===== config.mk =====
export PLATFORM = sky130hd
export DESIGN_NAME = rv_lsu_stage_flat
export DESIGN_NICKNAME = d
export VERILOG_FILES = /design/src/rtl/rv_lsu_stage_if.sv /design/src/rtl/rv_lsu_stage.sv /design/src/flat_wrapper.sv
export SDC_FILE = /design/constraint.sdc
export NUM_CORES = 1
export LEC_CHECK = 0
export ABC_AREA = 1
export CORE_AREA = 2 2 160 84
export DETAILED_ROUTE_END_ITERATION = 10
export DIE_AREA = 0 0 162 86
export GPL_TIMING_DRIVEN = 0
export PLACE_DENSITY = 0.85
export SETUP_SLACK_MARGIN = 0.1
export SYNTH_ARGS = -nofsm -noshare
export SYNTH_HDL_FRONTEND = slang
export SYNTH_SLANG_ARGS = --single-unit

===== constraint.sdc =====
create_clock -name i_clk -period 3.8 [get_ports i_clk]
set_input_delay 0.38 -clock i_clk [delete_from_list [all_inputs] [get_ports i_clk]]
set_output_delay 0.38 -clock i_clk [all_outputs]
set_load 0.005 [all_outputs]

===== src/rtl/rv_lsu_stage_if.sv =====
// ---------------------------------------------------------------------------
// rv_lsu_stage_if
// Request/acknowledge data-bus bundle between the load/store stage and memory.
//
// Parameters:
//   XLEN  - data/address width (32 or 64); byte-enable width is XLEN/8
//
// Signals:
//   req    stage -> mem   access request, held until ack is sampled
//   we     stage -> mem   1 = store, 0 = load
//   addr   stage -> mem   bus-word aligned address
//   sel    stage -> mem   byte enables
//   wdata  stage -> mem   lane-replicated store data
//   ack    mem -> stage   access complete; rdata valid on loads
//   rdata  mem -> stage   load data (full bus word)
//
// Modports: master (the stage), slave (the memory side).
// ---------------------------------------------------------------------------
interface rv_lsu_stage_if #(
    parameter int XLEN = 32
) ();
    localparam int SEL_W = XLEN / 8;

    logic             req;
    logic             we;
    logic [XLEN-1:0]  addr;
    logic [SEL_W-1:0] sel;
    logic [XLEN-1:0]  wdata;
    logic             ack;
    logic [XLEN-1:0]  rdata;

    modport master (output req, we, addr, sel, wdata, input ack, rdata);
    modport slave  (input req, we, addr, sel, wdata, output ack, rdata);
endinterface


===== src/rtl/rv_lsu_stage.sv =====
// ---------------------------------------------------------------------------
// rv_lsu_stage
// Load/store pipeline stage between execute and writeback, XLEN 32 or 64.
// Non-memory instructions pass through with one cycle of latency. Loads and
// stores raise a bus request, stall upstream until the bus acknowledges, and
// return sign- or zero-extended load data to writeback.
//
// Optional feature macro: RV_LSU_MISALIGN_TRAP_EN
//   defined   - misaligned accesses skip the bus and report o_misalign with
//               the faulting address on o_result
//   undefined - o_misalign is 0; low address bits below the access size are
//               ignored so every access is forced aligned
//
// Ports:
//   i_clk, i_reset_n      clock, asynchronous active-low reset
//   i_valid / o_stall     upstream instruction valid / stage busy
//   i_alu_result          effective address or ALU result
//   i_rs2_val             store data
//   i_mem_read/i_mem_write  load / store
//   i_funct3              [1:0] size B/H/W/D, [2] unsigned load
//   i_rd, i_reg_write     destination register and its write enable
//   bus                   request/ack data bus (master modport)
//   o_valid, o_rd, o_reg_write, o_result   writeback result (1-cycle pulse)
//   o_misalign            misaligned access flag
// ---------------------------------------------------------------------------
module rv_lsu_stage #(
    parameter int XLEN = 32
) (
    input  logic            i_clk,
    input  logic            i_reset_n,
    input  logic            i_valid,
    output logic            o_stall,
    input  logic [XLEN-1:0] i_alu_result,
    input  logic [XLEN-1:0] i_rs2_val,
    input  logic            i_mem_read,
    input  logic            i_mem_write,
    input  logic [2:0]      i_funct3,
    input  logic [4:0]      i_rd,
    input  logic            i_reg_write,
    rv_lsu_stage_if.master  bus,
    output logic            o_valid,
    output logic [4:0]      o_rd,
    output logic            o_reg_write,
    output logic [XLEN-1:0] o_result,
    output logic            o_misalign
);
    localparam int SEL_W = XLEN / 8;
    localparam int OFF_W = $clog2(SEL_W);

    typedef enum logic {IDLE, REQ} state_t;
    state_t state;

    // Doubleword accesses collapse to word accesses on a 32-bit datapath.
    function automatic logic [1:0] eff_size(input logic [1:0] f);
        return (XLEN == 32 && f == 2'd3) ? 2'd2 : f;
    endfunction

    function automatic logic [SEL_W-1:0] lane_sel(input logic [1:0] sz,
                                                  input logic [OFF_W-1:0] off);
        logic [SEL_W-1:0] m;
        case (sz)
            2'd0:    m = SEL_W'(1);
            2'd1:    m = SEL_W'(3);
            2'd2:    m = SEL_W'(15);
            default: m = '1;
        endcase
        return m << off;
    endfunction

    // Store data is replicated into every lane so the byte enables alone
    // pick the destination bytes.
    function automatic logic [XLEN-1:0] lane_wdata(input logic [1:0] sz,
                                                   input logic [XLEN-1:0] d);
        case (sz)
            2'd0:    return {SEL_W{d[7:0]}};
            2'd1:    return {(SEL_W/2){d[15:0]}};
            2'd2:    return {(XLEN/32){d[31:0]}};
            default: return d;
        endcase
    endfunction

    function automatic logic [XLEN-1:0] load_extend(input logic [XLEN-1:0] rdata,
                                                    input logic [OFF_W-1:0] off,
                                                    input logic [2:0] f3);
        logic [XLEN-1:0] sh;
        logic [XLEN-1:0] r;
        sh = rdata >> {off, 3'b000};
        case (eff_size(f3[1:0]))
            2'd0: r = f3[2] ? XLEN'(sh[7:0])  : XLEN'($signed(sh[7:0]));
            2'd1: r = f3[2] ? XLEN'(sh[15:0]) : XLEN'($signed(sh[15:0]));
            2'd2: r = f3[2] ? XLEN'(sh[31:0]) : XLEN'($signed(sh[31:0]));
            default: r = sh;
        endcase
        return r;
    endfunction

    logic [1:0]       sz_c;
    logic [OFF_W-1:0] low_c;
    logic [OFF_W-1:0] lowmask_c;
    logic [OFF_W-1:0] off_c;
    logic             take_c;
    logic             is_mem_c;
    logic             trap_c;

    always_comb begin
        sz_c      = eff_size(i_funct3[1:0]);
        low_c     = i_alu_result[OFF_W-1:0];
        lowmask_c = OFF_W'((4'd1 << sz_c) - 4'd1);
        off_c     = low_c & ~lowmask_c;
    end

    assign take_c   = i_valid && !o_stall;
    assign is_mem_c = i_mem_read || i_mem_write;
    assign o_stall  = (state != IDLE);

`ifdef RV_LSU_MISALIGN_TRAP_EN
    assign trap_c = |(low_c & lowmask_c);

    always_ff @(posedge i_clk or negedge i_reset_n) begin
        if (!i_reset_n) o_misalign <= 1'b0;
        else            o_misalign <= take_c && is_mem_c && trap_c;
    end
`else
    assign trap_c     = 1'b0;
    assign o_misalign = 1'b0;
`endif

    // ---- p0: access context held for the duration of the bus access ----
    logic [2:0]       funct3_p0;
    logic [OFF_W-1:0] off_p0;
    logic [4:0]       rd_p0;
    logic             reg_write_p0;

    always_ff @(posedge i_clk) begin
        if (take_c && is_mem_c && !trap_c) begin
            funct3_p0 <= i_funct3;
            off_p0    <= off_c;
            rd_p0     <= i_rd;
        end
    end

    // ---- p1: FSM, bus drive and writeback result ----
    always_ff @(posedge i_clk or negedge i_reset_n) begin
        if (!i_reset_n) begin
            state        <= IDLE;
            reg_write_p0 <= 1'b0;
            bus.req      <= 1'b0;
            bus.we       <= 1'b0;
            bus.addr     <= '0;
            bus.sel      <= '0;
            bus.wdata    <= '0;
            o_valid      <= 1'b0;
            o_rd         <= '0;
            o_reg_write  <= 1'b0;
            o_result     <= '0;
        end else begin
            o_valid     <= 1'b0;
            o_reg_write <= 1'b0;
            case (state)
                IDLE: begin
                    if (take_c) begin
                        if (!is_mem_c) begin
                            o_valid     <= 1'b1;
                            o_result    <= i_alu_result;
                            o_rd        <= i_rd;
                            o_reg_write <= i_reg_write;
                        end else if (trap_c) begin
                            o_valid  <= 1'b1;
                            o_result <= i_alu_result;
                            o_rd     <= i_rd;
                        end else begin
                            state        <= REQ;
                            reg_write_p0 <= i_reg_write && !i_mem_write;
                            bus.req      <= 1'b1;
                            bus.we       <= i_mem_write;
                            bus.addr     <= {i_alu_result[XLEN-1:OFF_W], OFF_W'(0)};
                            bus.sel      <= lane_sel(sz_c, off_c);
                            bus.wdata    <= lane_wdata(sz_c, i_rs2_val);
                        end
                    end
                end
                REQ: begin
                    if (bus.ack) begin
                        state       <= IDLE;
                        bus.req     <= 1'b0;
                        o_valid     <= 1'b1;
                        o_rd        <= rd_p0;
                        o_reg_write <= reg_write_p0;
                        o_result    <= bus.we ? '0 : load_extend(bus.rdata, off_p0, funct3_p0);
                    end
                end
                default: state <= IDLE;
            endcase
        end
    end
endmodule


===== src/flat_wrapper.sv =====
// flat-port wrapper written by rule: the top's interface ports become plain ports
module rv_lsu_stage_flat 
#(
    parameter int XLEN = 32
)
  (i_clk, i_reset_n, i_valid, o_stall, i_alu_result, i_rs2_val, i_mem_read, i_mem_write, i_funct3, i_rd, i_reg_write, o_valid, o_rd, o_reg_write, o_result, o_misalign, bus_req, bus_we, bus_addr, bus_sel, bus_wdata, bus_ack, bus_rdata);
  rv_lsu_stage_if #(.XLEN(XLEN)) bus_i ();
  input  logic i_clk;
  input  logic i_reset_n;
  input  logic i_valid;
  output logic o_stall;
  input  logic [XLEN-1:0] i_alu_result;
  input  logic [XLEN-1:0] i_rs2_val;
  input  logic i_mem_read;
  input  logic i_mem_write;
  input  logic [2:0] i_funct3;
  input  logic [4:0] i_rd;
  input  logic i_reg_write;
  output logic o_valid;
  output logic [4:0] o_rd;
  output logic o_reg_write;
  output logic [XLEN-1:0] o_result;
  output logic o_misalign;
  output wire logic [$bits(bus_i.req)-1:0] bus_req;
  output wire logic [$bits(bus_i.we)-1:0] bus_we;
  output wire logic [$bits(bus_i.addr)-1:0] bus_addr;
  output wire logic [$bits(bus_i.sel)-1:0] bus_sel;
  output wire logic [$bits(bus_i.wdata)-1:0] bus_wdata;
  input wire logic [$bits(bus_i.ack)-1:0] bus_ack;
  input wire logic [$bits(bus_i.rdata)-1:0] bus_rdata;
  assign bus_req = bus_i.req;
  assign bus_we = bus_i.we;
  assign bus_addr = bus_i.addr;
  assign bus_sel = bus_i.sel;
  assign bus_wdata = bus_i.wdata;
  assign bus_i.ack = bus_ack;
  assign bus_i.rdata = bus_rdata;
  rv_lsu_stage #(.XLEN(XLEN)) u_core (.i_clk(i_clk), .i_reset_n(i_reset_n), .i_valid(i_valid), .o_stall(o_stall), .i_alu_result(i_alu_result), .i_rs2_val(i_rs2_val), .i_mem_read(i_mem_read), .i_mem_write(i_mem_write), .i_funct3(i_funct3), .i_rd(i_rd), .i_reg_write(i_reg_write), .bus(bus_i), .o_valid(o_valid), .o_rd(o_rd), .o_reg_write(o_reg_write), .o_result(o_result), .o_misalign(o_misalign));
endmodule

==> results_dict.tcl, run 1 <==
set metrics [dict create \
    status "complete, no violations" \
    leakage_nw 3.98 \
    synth-edff-count 10 \
    pre_cts_slack_ns 1.01 \
    peakVddDrop_v 0.000337 \
    post-cts-setup-buffer-count 0 \
    ys_seq_area_share_pct 51.6 \
    fin_util_pct 72.0 \
    cts_tree "done" \
    layout_setup_ws_ns 1.34 \
    antenna_found_initial 1 \
    core_area_sq_um 12400 \
    firstDrtPassIters 5 \
    via_per_inst 5.30 \
    layout_common_cells "nand2_1, clkdlybuf4s50_1, a21oi_1" \
    dr_total_vias 6037 \
    drtIter0Drc 639 \
    wl_microns 21500 \
    worstMarginPinSlew_ns 0.722 \
    r2r-start "u_core.o_stall$_DFF_PN0_" \
    finalPower_mw 5.07 \
    cts_root_buffer "clkbuf_16" \
    track_usage_pct 31.9 \
    path_cells "clkdlybuf4s50_1, nor2_1, inv_1, ha_1, buf_2, nor2_1, a32oi_1, a21oi_1" \
    io_pins 222 \
    grt_pass1_vias 6043 \
    finalCritPeriodShare_pct 64.6 \
    drc_errors 0 \
    timing.fmax_mhz 407 \
    finClkSkew_ns 0.0116 \
    final_nets 1066 \
    die_y_microns 86 \
    max_slew_margin_pct 51.9 \
    dieArea_sq_um 13900 \
    cap_violations 0 \
    async_reset_ff_share_pct 91.6 \
    clk_latency_ns 0.41 \
    path_common_cell "nor2_1" \
    yosys_most_used_dff "dfrtp_1" \
    min_path_type "in -> async" \
    synth_cells 714 \
    gr-total-overflow 0 \
    synth_seq_cells 119 \
    start_kind "input port" \
    cts_hold_buf 0 \
    avgRoutedWirePerCell_microns 18.9 \
    fin_crit_ns 2.46 \
    critPathLaunch "i_funct3[0]" \
    rows 29 \
    slew_viol_final 0 \
    setup-tns-final_ns 0 \
    cts.path.max_buffers 2 \
    htreeDepth 4 \
    ff2ff_path_depth 6 \
    final_common_cell "nand2_1" \
    rsz0062_at_grt "false" \
    hold_violations 0 \
    powerDensity_nw_per_um2 567 \
    r2r_slack_ns 1.96 \
    path_max_fanout 8 \
    cts_buffers 17 \
    drive_gt1_share_pct 11.7 \
    cts.sinks 119 \
    placed_area_sq_um 8300 \
    setup-violations-final 0 \
    ctsResizeCount 0 \
    avgSynthCellArea_sq_um 8.22 \
    cpPeakStageDelay_ns 0.48 \
    syn_area_sq_um 5870 \
    cp.required_ns 4.12 \
    ant_nets 0 \
    grt_first_pass_wirelength_microns 33700 \
    yosys_warnings 0 \
    synth_cell_types 32 \
    fin_area_sq_um 8930 \
    crit_type "in -> reg" \
    worstSetupEndpointType "register" \
    port_buffers 218 \
    arrival_ns 2.78 \
    slowest_stage "nor2_1" \
    die_width_microns 162 \
    clkSlewWorstSetupHoldPaths_ns 0.06 \
    place_congestion 1.02 \
    areaGrowthSynthToFinish_pct 52.3 \
    grt_max_degree 57 \
    initial_utilization_pct 47.3 \
    dp_hpwl_microns 16400 \
    worst_r2r_endpoint "u_core.off_p0[0]$_DFFE_PP_" \
]
[worst max-delay path by stage]
stage,endpoint,slack [ns]
floorplan,u_core.bus.wdata[11]$_DFFE_PN0P_,2.01
global placement,u_core.bus.addr[22]$_DFFE_PN0P_,-1.86
detailed placement,u_core.bus.wdata[25]$_DFFE_PN0P_,1.01
CTS,u_core.bus.wdata[25]$_DFFE_PN0P_,1.44
global route,u_core.bus.wdata[27]$_DFFE_PN0P_,1.20
finish,u_core.bus.wdata[25]$_DFFE_PN0P_,1.34
[power by group]
part           internal (mW)  switching [mW]  leakage (nW)
logic                  0.847           0.709          2.29
registers               1.59           0.182          1.37
clock network           1.13           0.612         0.309
[cell families (layout without fill, tap and decap cells)]
family / count (synthesis) / count (layout) / synth area share, %
buffers and inverters: 66 / 317 / 6.65
and+or+nand+nor: 367 / 367 / 26.2
adders and majority gates: 1 / 1 / 0.213
DFF: 119 / 119 / 51.6
AOI/OAI and AO/OA: 160 / 160 / 15.2
other: 1 / 4 / 0.0639
[routing by layer]
layer / routed length, microns / GRT usage (%) / vias to the layer above
met5: 0 / 0 / -
met4: 200 / 6.03 / 0
met3: 2730 / 13.0 / 18
met2: 8550 / 44.1 / 332
met1: 10000 / 47.0 / 2844
li1: - / - / 2843
[area by class of cell]
type	instances	area, sq um
tap	170	213
timing repair buffer	219	2210
antenna	1	2.50
clock inverter	9	138
inverter	16	70.1
sequential	119	3030
clock buffer	23	499
buffer	50	320
fill	976	3470
multi-input combinational	531	2460
[registers in the layout, summed over array words and instances, names as in the netlist, 2 cells and up]
signal            count
u_core.funct3_p0      3
u_core.bus.wdata     32
u_core.o_rd           5
u_core.o_result      32
u_core.bus.sel        4
u_core.off_p0         2
u_core.bus.addr      30
u_core.rd_p0          5
[synthesized netlist by cell type (all sizes together), types with 2 or more instances]
master	instances	area, sq um
nand2	251	982
a21oi	130	688
dfrtp	109	2730
nor2	71	298
nand3	45	260
buf	42	290
inv	14	57.6
edfxtp	10	300
o21ai	10	53.8
clkbuf	8	30.0
a31oi	7	43.8
a32oi	7	61.3
o211ai	5	37.5
clkinv	2	12.5
[critical path: cells and delay by family]
family | cells | cell delay (ns)
AOI/OAI and AO/OA | 2 | 0.42
buffers and inverters | 3 | 0.81
and+or+nand+nor | 2 | 0.94
adders and majority gates | 1 | 0.21
[per-stage QoR]
| stage | std cells | hold slack (ns) |
|---|---|---|
| 2_1_floorplan | 716 | 0.0844 |
| 3_3_place_gp | 1104 | 0.461 |
| 3_5_place_dp | 1105 | 0.465 |
| 4_1_cts | 1137 | 0.0417 |
| 5_1_grt | 1137 | 0.0642 |
| 6_report | 1138 | 0.0192 |
Note: power is estimated with default switching activity, not from simulation.
==> run 2, diff against run 1 <==
Settings changed: CORE_AREA 2 2 160 84 to 2 2 175 91, DIE_AREA 0 0 162 86 to 0 0 177 93, PLACE_DENSITY 0.85 to 0.76.
Clock period 3.8 ns to 2 ns, I/O delays scaled along.
==> run 2 against run 1 <==
Against the previous run:
- clock skew increased by 0.00094 ns
- clock power is 76% higher
- final area up 0.71%
- cell count up 3.2%
- die area up 18%
- largest cell class unchanged
- via count grew 0.22%
- critical endpoint is now u_core.off_p0[1]$_DFFE_PP_
- first-iteration DRC count is 22% lower
- sequential share of layout area shrank 0.24 points
- critical path type is now reg -> reg
- flip-flop and latch count unchanged
- count of clock-buffer cells in the layout decreased by 2
- total power grew 85%
==> results_dict.tcl, run 2 (synthesized netlist as in run 1, its figures left out) <==
set metrics [dict create \
    cp.required_ns 2.09 \
    arrival_ns 1.84 \
    clkSlewWorstSetupHoldPaths_ns 0.06 \
    internal_power_mw 6.54 \
    pwr-share-seq_pct 35.8 \
    dr_total_vias 6050 \
    worstSetupEndpointType "register" \
    pre_cts_slack_ns -0.681 \
    max_slew_margin_pct 60.7 \
    layout_setup_ws_ns 0.243 \
    rows 32 \
    final_nets 1068 \
    die_width_microns 177 \
    finalPower_mw 9.39 \
    io_pins 222 \
    fin_util_pct 59.9 \
    layout_common_cells "nand2_1, clkdlybuf4s50_1, a21oi_1" \
    antenna_found_initial 1 \
    final_common_cell "nand2_1" \
    largestRegisters "u_core.bus.wdata x32, u_core.o_result x32, u_core.bus.addr x30" \
    via_per_inst 5.15 \
    cts_root_buffer "clkbuf_16" \
    crit_type "reg -> reg" \
    core_area_sq_um 15000 \
    peakVddDrop_v 0.000489 \
    drive_gt1_share_pct 12.5 \
    grt_max_degree 73 \
    dieArea_sq_um 16500 \
    start_kind "register" \
    dp_hpwl_microns 16600 \
    grt_first_pass_wirelength_microns 33500 \
    whs_ns 0.171 \
    areaGrowthSynthToFinish_pct 53.3 \
    powerDensity_nw_per_um2 1040 \
    clk_latency_ns 0.40 \
    cts_tree "done" \
    setup-violations-final 0 \
    status "complete, no violations" \
    path_max_fanout 19 \
    switching_share_pct 30.4 \
    cap_violations 0 \
    switchingPower_mw 2.85 \
    place_congestion 1.02 \
    htreeDepth 4 \
    timing.fmax_mhz 569 \
    initial_utilization_pct 39.1 \
    ant_nets 0 \
    instances_no_fill 1174 \
    finClkSkew_ns 0.0126 \
    hold_violations 0 \
    min_path_type "in -> reg" \
    dp_cells 1139 \
    firstDrtPassIters 5 \
    wl_microns 21800 \
    rsz0062_at_grt "false" \
    drtIter0Drc 500 \
    cts.path.max_buffers 2 \
    port_buffers 218 \
    slew_viol_final 0 \
    fin_crit_ns 1.76 \
    grt_pass1_vias 5760 \
    track_usage_pct 27.1 \
    drc_errors 0 \
    combinationalPowerShare_pct 31.5 \
    cts.sinks 119 \
    leakage_nw 3.99 \
    gr-total-overflow 0 \
    cts_buffers 17 \
    finalCritPeriodShare_pct 87.9 \
    worstMarginPinSlew_ns 0.589 \
    avgRoutedWirePerCell_microns 18.6 \
    die_y_microns 93 \
    p_clk_share_pct 32.7 \
]
## run 2: cell count changes in the layout (fill, tap and decap cells not counted), moves of 2 or more
| cell | delta |
|---|---|
| a32oi_1 | -3 |
| a32oi_2 | +3 |
| buf_6 | +2 |
| clkdlybuf4s50_1 | -2 |
| clkinv_2 | +2 |
| clkinv_4 | +2 |
| dlymetal6s2s_1 | +2 |
| nor2_1 | -2 |
## run 2: final cells by class
| cell class | instances | area [sq um] |
|---|---|---|
| Clock inverter | 11 | 124 |
| Multi-Input combinational cell | 531 | 2490 |
| Timing Repair Buffer | 221 | 2230 |
| Clock buffer | 21 | 460 |
| Inverter | 16 | 78.8 |
| Fill cell | 1332 | 6020 |
| Tap cell | 204 | 255 |
| Antenna cell | 1 | 2.50 |
| Buffer | 50 | 327 |
| Sequential cell | 119 | 3030 |
## run 2: path summary, 6_finish.rpt
path                                                   endpoint                      startpoint  slack [ns]  depth (start not counted)
worst min-delay path              u_core.funct3_p0[0]$_DFFE_PP_                     i_funct3[0]        0.17                          1
max in group asynchronous       u_core.o_result[22]$_DFFE_PN0P_                       i_reset_n        1.01                          3
worst max register to register       u_core.off_p0[1]$_DFFE_PP_        u_core.o_stall$_DFF_PN0_        0.24                          6
worst max-delay path                 u_core.off_p0[1]$_DFFE_PP_        u_core.o_stall$_DFF_PN0_        0.24                          6
worst min register to register   u_core.bus.addr[6]$_DFFE_PN0P_  u_core.bus.addr[6]$_DFFE_PN0P_        0.48                          2
min in group asynchronous        u_core.bus.addr[9]$_DFFE_PN0P_                       i_reset_n        0.27                          2
## run 2: metrics by stage
| step | area, sq um | setup TNS, ns |
|---|---|---|
| after floorplan | 5880 | 0 |
| after global placement | 8310 | -407.73 |
| after detailed placement | 8340 | -15.24 |
| after CTS | 8970 | 0 |
| after global routing | 9000 | 0 |
| final | 9000 | 0 |
## run 2: power groups by stage
stage | sequential [mW] | combinational (mW) | clock (mW)
floorplan | 3.40 | 1.04 | 0
finish | 3.37 | 2.95 | 3.07
detailed placement | 3.39 | 2.93 | 0
CTS | 3.36 | 2.95 | 3.10
global placement | 3.38 | 2.89 | 0
global route | 3.43 | 3.22 | 3.26
## run 2: routing by layer
layer / vias up / track usage [%] / share of wire, %
li1: 2837 / - / -
met1: 2889 / 42.7 / 51
met2: 305 / 35.1 / 38
met3: 19 / 8.74 / 11
met4: 0 / 5.51 / 1.1
met5: - / 0 / 0
## run 2: critical path, stage by stage (launching register included)
cell	delay (ns)
dfrtp_1	0.38
buf_4	0.20
nor2_4	0.14
o21ai_2	0.17
inv_2	0.10
buf_4	0.20
buf_6	0.24
## run 2: what timing repair did
action / CTS / global route
hold endpoints to repair: 37 / 0
endpoints found under the setup margin: 26 / 33
setup buffers: 1 / 0
hold buffers: 1 / 0
pin swaps: 1 / 0
gates resized for setup: 6 / 7
==> run 3, diff against run 2 <==
Settings changed: CORE_AREA 2 2 175 91 to 2 2 160 84, DIE_AREA 0 0 177 93 to 0 0 162 86, PLACE_DENSITY 0.76 to 0.85.
Clock period 2 ns to 2.28 ns, I/O delays scaled along.
==> run 3 against run 2 <==
Against the previous run:
- count of clock-buffer cells in the layout increased by 2
- critical path type is now in -> reg
- sequential share of layout area increased by 0.10 points
- register-to-register slack improved by 0.21 ns
- die area decreased by 15%
- global-route usage increased by 4.8 points
- largest power group unchanged
==> results_dict.tcl, run 3 (synthesized netlist as in run 1, its figures left out) <==
set metrics [dict create \
    p_clk_share_pct 34.4 \
    dp_cells 1105 \
    via_per_inst 5.31 \
    grt_max_degree 57 \
    cts.sinks 119 \
    switchingPower_mw 2.52 \
    cts_buffers 17 \
    pwr-share-seq_pct 34.9 \
    largestRegisters "u_core.bus.wdata x32, u_core.o_result x32, u_core.bus.addr x30" \
    powerDensity_nw_per_um2 943 \
    clk_latency_ns 0.41 \
    dieArea_sq_um 13900 \
    setup-violations-final 0 \
    min_path_type "in -> reg" \
    combinationalPowerShare_pct 30.7 \
    drc_errors 0 \
    gr-total-overflow 0 \
    max_slew_margin_pct 51.9 \
    fin_crit_ns 2.03 \
    avgRoutedWirePerCell_microns 18.8 \
    ant_nets 0 \
    worstMarginPinSlew_ns 0.722 \
    cts.path.max_buffers 2 \
    switching_share_pct 29.7 \
    register_area_sq_um 3030 \
    htreeDepth 4 \
    status "complete, no violations" \
    wl_microns 21500 \
    final_common_cell "nand2_1" \
    core_area_sq_um 12400 \
    areaGrowthSynthToFinish_pct 52.9 \
    start_kind "input port" \
    leakage_nw 3.99 \
    fill_cells 972 \
    drtIter0Drc 734 \
    finClkSkew_ns 0.0108 \
    die_y_microns 86 \
    worstSetupEndpointType "register" \
    rows 29 \
    clkSlewWorstSetupHoldPaths_ns 0.06 \
    initial_utilization_pct 47.3 \
    antenna_found_initial 1 \
    crit_type "in -> reg" \
    finalPower_mw 8.46 \
    internal_power_mw 5.95 \
    finalCritPeriodShare_pct 89.0 \
    cts_root_buffer "clkbuf_16" \
    dr_total_vias 6063 \
    layout_common_cells "nand2_1, clkdlybuf4s50_1, a21oi_1" \
    placed_area_sq_um 8300 \
    die_width_microns 162 \
    track_usage_pct 31.9 \
    io_pins 222 \
    place_congestion 1.02 \
    fin_util_pct 72.3 \
    final_nets 1069 \
    dp_hpwl_microns 16400 \
    peakVddDrop_v 0.000566 \
    grt_pass1_vias 6044 \
    hold_violations 0 \
    instances_no_fill 1141 \
    rsz0062_at_grt "false" \
    grt_first_pass_wirelength_microns 33700 \
    timing.fmax_mhz 493 \
    arrival_ns 2.37 \
    cts_tree "done" \
    fin_area_sq_um 8970 \
    path_max_fanout 10 \
    drive_gt1_share_pct 12.1 \
    firstDrtPassIters 5 \
    multiInputGateArea_sq_um 2460 \
    cp.required_ns 2.62 \
    port_buffers 218 \
    cap_violations 0 \
    slew_viol_final 0 \
]
==> run 3: cell types whose count changed in the layout (fill, tap and decap cells not counted), moves of 2 or more <==
cell	previous run	this run
dlymetal6s2s_1	2	0
a32oi_2	3	0
clkinv_2	3	1
clkdlybuf4s50_1	215	217
clkinv_4	6	4
buf_6	6	4
a32oi_1	4	7
buf_4	10	13
==> run 3: final timing paths <==
path | slack [ns] | endpoint | from | cells after the start
hold reg to reg | 0.48 | u_core.bus.addr[20]$_DFFE_PN0P_ | u_core.bus.addr[20]$_DFFE_PN0P_ | 2
hold / removal | 0.38 | u_core.bus.addr[12]$_DFFE_PN0P_ | i_alu_result[12] | 3
setup reg to reg | 0.45 | u_core.off_p0[0]$_DFFE_PP_ | u_core.o_stall$_DFF_PN0_ | 6
min in group asynchronous | 0.41 | u_core.bus.wdata[5]$_DFFE_PN0P_ | i_reset_n | 2
setup / recovery | 0.25 | u_core.bus.wdata[27]$_DFFE_PN0P_ | i_funct3[1] | 9
max in group asynchronous | 1.12 | u_core.o_rd[3]$_DFFE_PN0P_ | i_reset_n | 3
==> run 3: worst max-delay path: stages <==
cell and delay [ns]:
clkdlybuf4s50_1 0.51, nor2_4 0.27, inv_1 0.12, ha_1 0.18
buf_2 0.17, inv_1 0.23, buf_2 0.28, a32oi_1 0.18
a21oi_1 0.18
==> run 3: cell type report <==
class                           instances  area share (%)
Buffer                                 50            3.57
Inverter                               16           0.823
Timing Repair Buffer                  222            24.9
Clock inverter                          9            1.53
Sequential cell                       119            33.8
Tap cell                              170            2.37
Clock buffer                           23            5.56
Antenna cell                            1          0.0279
Multi-Input combinational cell        531            27.5
==> run 3: what timing repair did <==
item | CTS | global route
setup buffers | 0 | 2
hold buffers | 1 | 0
hold endpoints to repair | 53 | 0
gates resized for setup | 1 | 2
endpoints found under the setup margin | 5 | 7
==> run 3: per-layer routing <==
| metal | vias up | track usage [%] | part of all wire, % |
|---|---|---|---|
| li1 | 2848 | - | - |
| met1 | 2850 | 47.0 | 46 |
| met2 | 342 | 44.1 | 39 |
| met3 | 23 | 13.0 | 13 |
| met4 | 0 | 6.03 | 1.1 |
| met5 | - | 0 | 0 |
==> run 3: power by group through the flow <==
stage / clock network (mW) / registers [mW] / logic (mW)
6_report: 2.91 / 2.95 / 2.60
5_1_grt: 3.03 / 3.01 / 2.84
3_5_place_dp: 0 / 2.97 / 2.56
2_1_floorplan: 0 / 2.99 / 0.917
3_3_place_gp: 0 / 2.96 / 2.52
4_1_cts: 2.93 / 2.95 / 2.59
==> run 3: per-stage QoR <==
stage | worst slack [ns] | hold WS, ns | TNS (ns)
finish | 0.251 | 0.381 | 0
global route | 0.142 | 0.382 | 0
CTS | 0.216 | 0.368 | 0
detailed placement | -0.357 | 0.330 | -6.96
global placement | -3.22 | 0.461 | -356.37
floorplan | 0.642 | -0.0676 | 0
==> variant (flow settings as in run 2) <==
Add a define of `RV_LSU_MISALIGN_TRAP_EN`.
--- a/src/rtl/rv_lsu_stage.sv
+++ b/src/rtl/rv_lsu_stage.sv
@@ -24,4 +24,6 @@
 //   o_misalign            misaligned access flag
 // ---------------------------------------------------------------------------
+`define RV_LSU_MISALIGN_TRAP_EN
+
 module rv_lsu_stage #(
     parameter int XLEN = 32
Formal check against the unedited RTL: not equivalent (a bounded check fails within 4 cycles, from zero or initial values and one cycle with i_reset_n low).
==> variant against run 2 <==
Total power shrank 1.1%. Wire length shrank 2.1%. Global-route usage shrank 0.088 points. Design area rose by 0.65%. Register-to-register slack better by 0.02 ns. Sequential cell count grew 1. Combinational power fell by 2%. Synthesized area rose by 2.2%. Final cell count up 3.0%. Worst setup slack worse by 0.050 ns.
==> variant: results (changes against run 2) <==
----------------------------------------------------
[Global route]
  Largest net degree at the start of global routing ... 60 (-18%)
  Via count of the first global-routing pass ... 5844 (+1.5%)
  First-pass GRT wire length ... 33380 um (-0.29%)
  Number of antenna violations at the first check in global routing ... 0 (-1)

[Clock network]
  Buffers inserted during post-CTS setup optimization ... 0 (-1)

[Route]
  Via density per instance ... 5.024 (-2.5%)
  WL met1 ... 10870 um (-1.4%)
  Routed wire per std cell ... 17.66 um (-4.9%)
  DRC marker count from the first detailed-route iteration ... 530 (+6.0%)
  Routed wl met3 ... 2068 um (-9.8%)
  DR WL met2 ... 8300 um (+0.68%)

[Synthesis]
  Top cells by count, synth ... sky130_fd_sc_hd__nand2_1, sky130_fd_sc_hd__dfrtp_1, sky130_fd_sc_hd__nor2_1
  Post-synthesis compound-gate area fraction ... 12.47% (-2.7 points)
  Post-synthesis sequential area ratio ... 50.90% (-0.70 points)
  Number of distinct library cells after synthesis ... 34 (+6.3%)
  Cells taking the most area after synthesis ... sky130_fd_sc_hd__dfrtp_1, sky130_fd_sc_hd__nand2_1, sky130_fd_sc_hd__nor2_1, sky130_fd_sc_hd__edfxtp_1, sky130_fd_sc_hd__a21oi_1
  Post-synthesis share of cell area spent on full adders, half adders and majority gates ... 0% (-0.21 points)

[Worst setup path]
  Endpoint of the worst-slack reg-to-reg timing path ... u_core.rd_p0[1]$_DFFE_PP_
  Reg-to-reg slack, setup ... 0.26 ns (+0.02 ns)
  Delay of the slowest cell on the worst path ... 0.47 ns (+0.09 ns)
  Timing startpoint of the critical path ... i_funct3[0]

[Layout]
  Proportion of layout cells with a drive suffix above 1 ... 10.65% (-1.8 points)
  Diodes inserted ... 0 (-1)

[Pwr]
  LEAKAGE ... 4.104 nW (+2.8%)

[Timing]
  Slew at the pin closest to its max-slew limit ... 0.6899 ns (+0.1009 ns)
  Skew final ... 0.008100 ns (-0.004484 ns)
  Worst hold margin ... 0.3601 ns (+0.1886 ns)

[Placed design]
  Post-detail-place hpwl ... 16400 um (-1.4%)
  Gpl congestion ... 0.9558 (-6.6%)

[Hold path]
  Min-Delay Startpoint ... i_funct3[2]

[Run status]
  Outcome ... finished clean

----------------------------------------------------
==> variant: metrics by stage <==
step / util, % / instances / cell area, um^2 / setup slack, ns / total power [W]
6_report: 60.32 / 1209 / 9057 / 0.1929 / 0.009289
3_3_place_gp: 56.28 / 1176 / 8449 / -3.591 / 0.006267
2_1_floorplan: - / 753 / 6002 / 0.4503 / 0.004447
3_5_place_dp: 56.44 / 1177 / 8474 / -0.2741 / 0.006310
4_1_cts: 60.30 / 1209 / 9054 / 0.1721 / 0.009347
5_1_grt: 60.32 / 1209 / 9057 / 0.1033 / 0.009803
==> variant: cell families after synthesis <==
family / Yosys count
other: 1
AOI/OAI and AO/OA: 133
and+or+nand+nor: 410
buffers and inverters: 88
DFF: 120
==> variant: report_power, final <==
group	switching [W]	internal, W
registers	0.000362	0.00306
logic	0.00125	0.00163
clock network	0.00125	0.00175
==> variant: area by class of cell <==
type | instances | area (um^2)
Sequential cell | 120 | 3054
Timing Repair Buffer | 221 | 2227
Tap cell | 204 | 255.2
Buffer | 48 | 332.8
Multi-Input combinational cell | 545 | 2469
Fill cell | 1375 | 5957
Clock inverter | 14 | 141.4
Inverter | 39 | 148.9
Clock buffer | 18 | 429.2
==> variant: per-layer routing <==
layer	vias to the layer above	track usage [%]
met2	256	35.34
met1	2901	42.69
met4	0	4.201
met3	9	8.943
met5	-	0
li1	2908	-
==> variant: worst reg2reg max path, delay by kind of cell (launching register included) <==
kind,cells,cell delay (ns)
flip-flops,1,0.49
buffers and inverters,2,0.42
AND/OR/NAND/NOR,2,0.52
==> variant: what timing repair did <==
item	CTS	global route
endpoints found under the hold margin	51	0
hold buffers	1	0
endpoints found under the setup margin	11	30
pin swaps	0	0
resized for setup	1	4
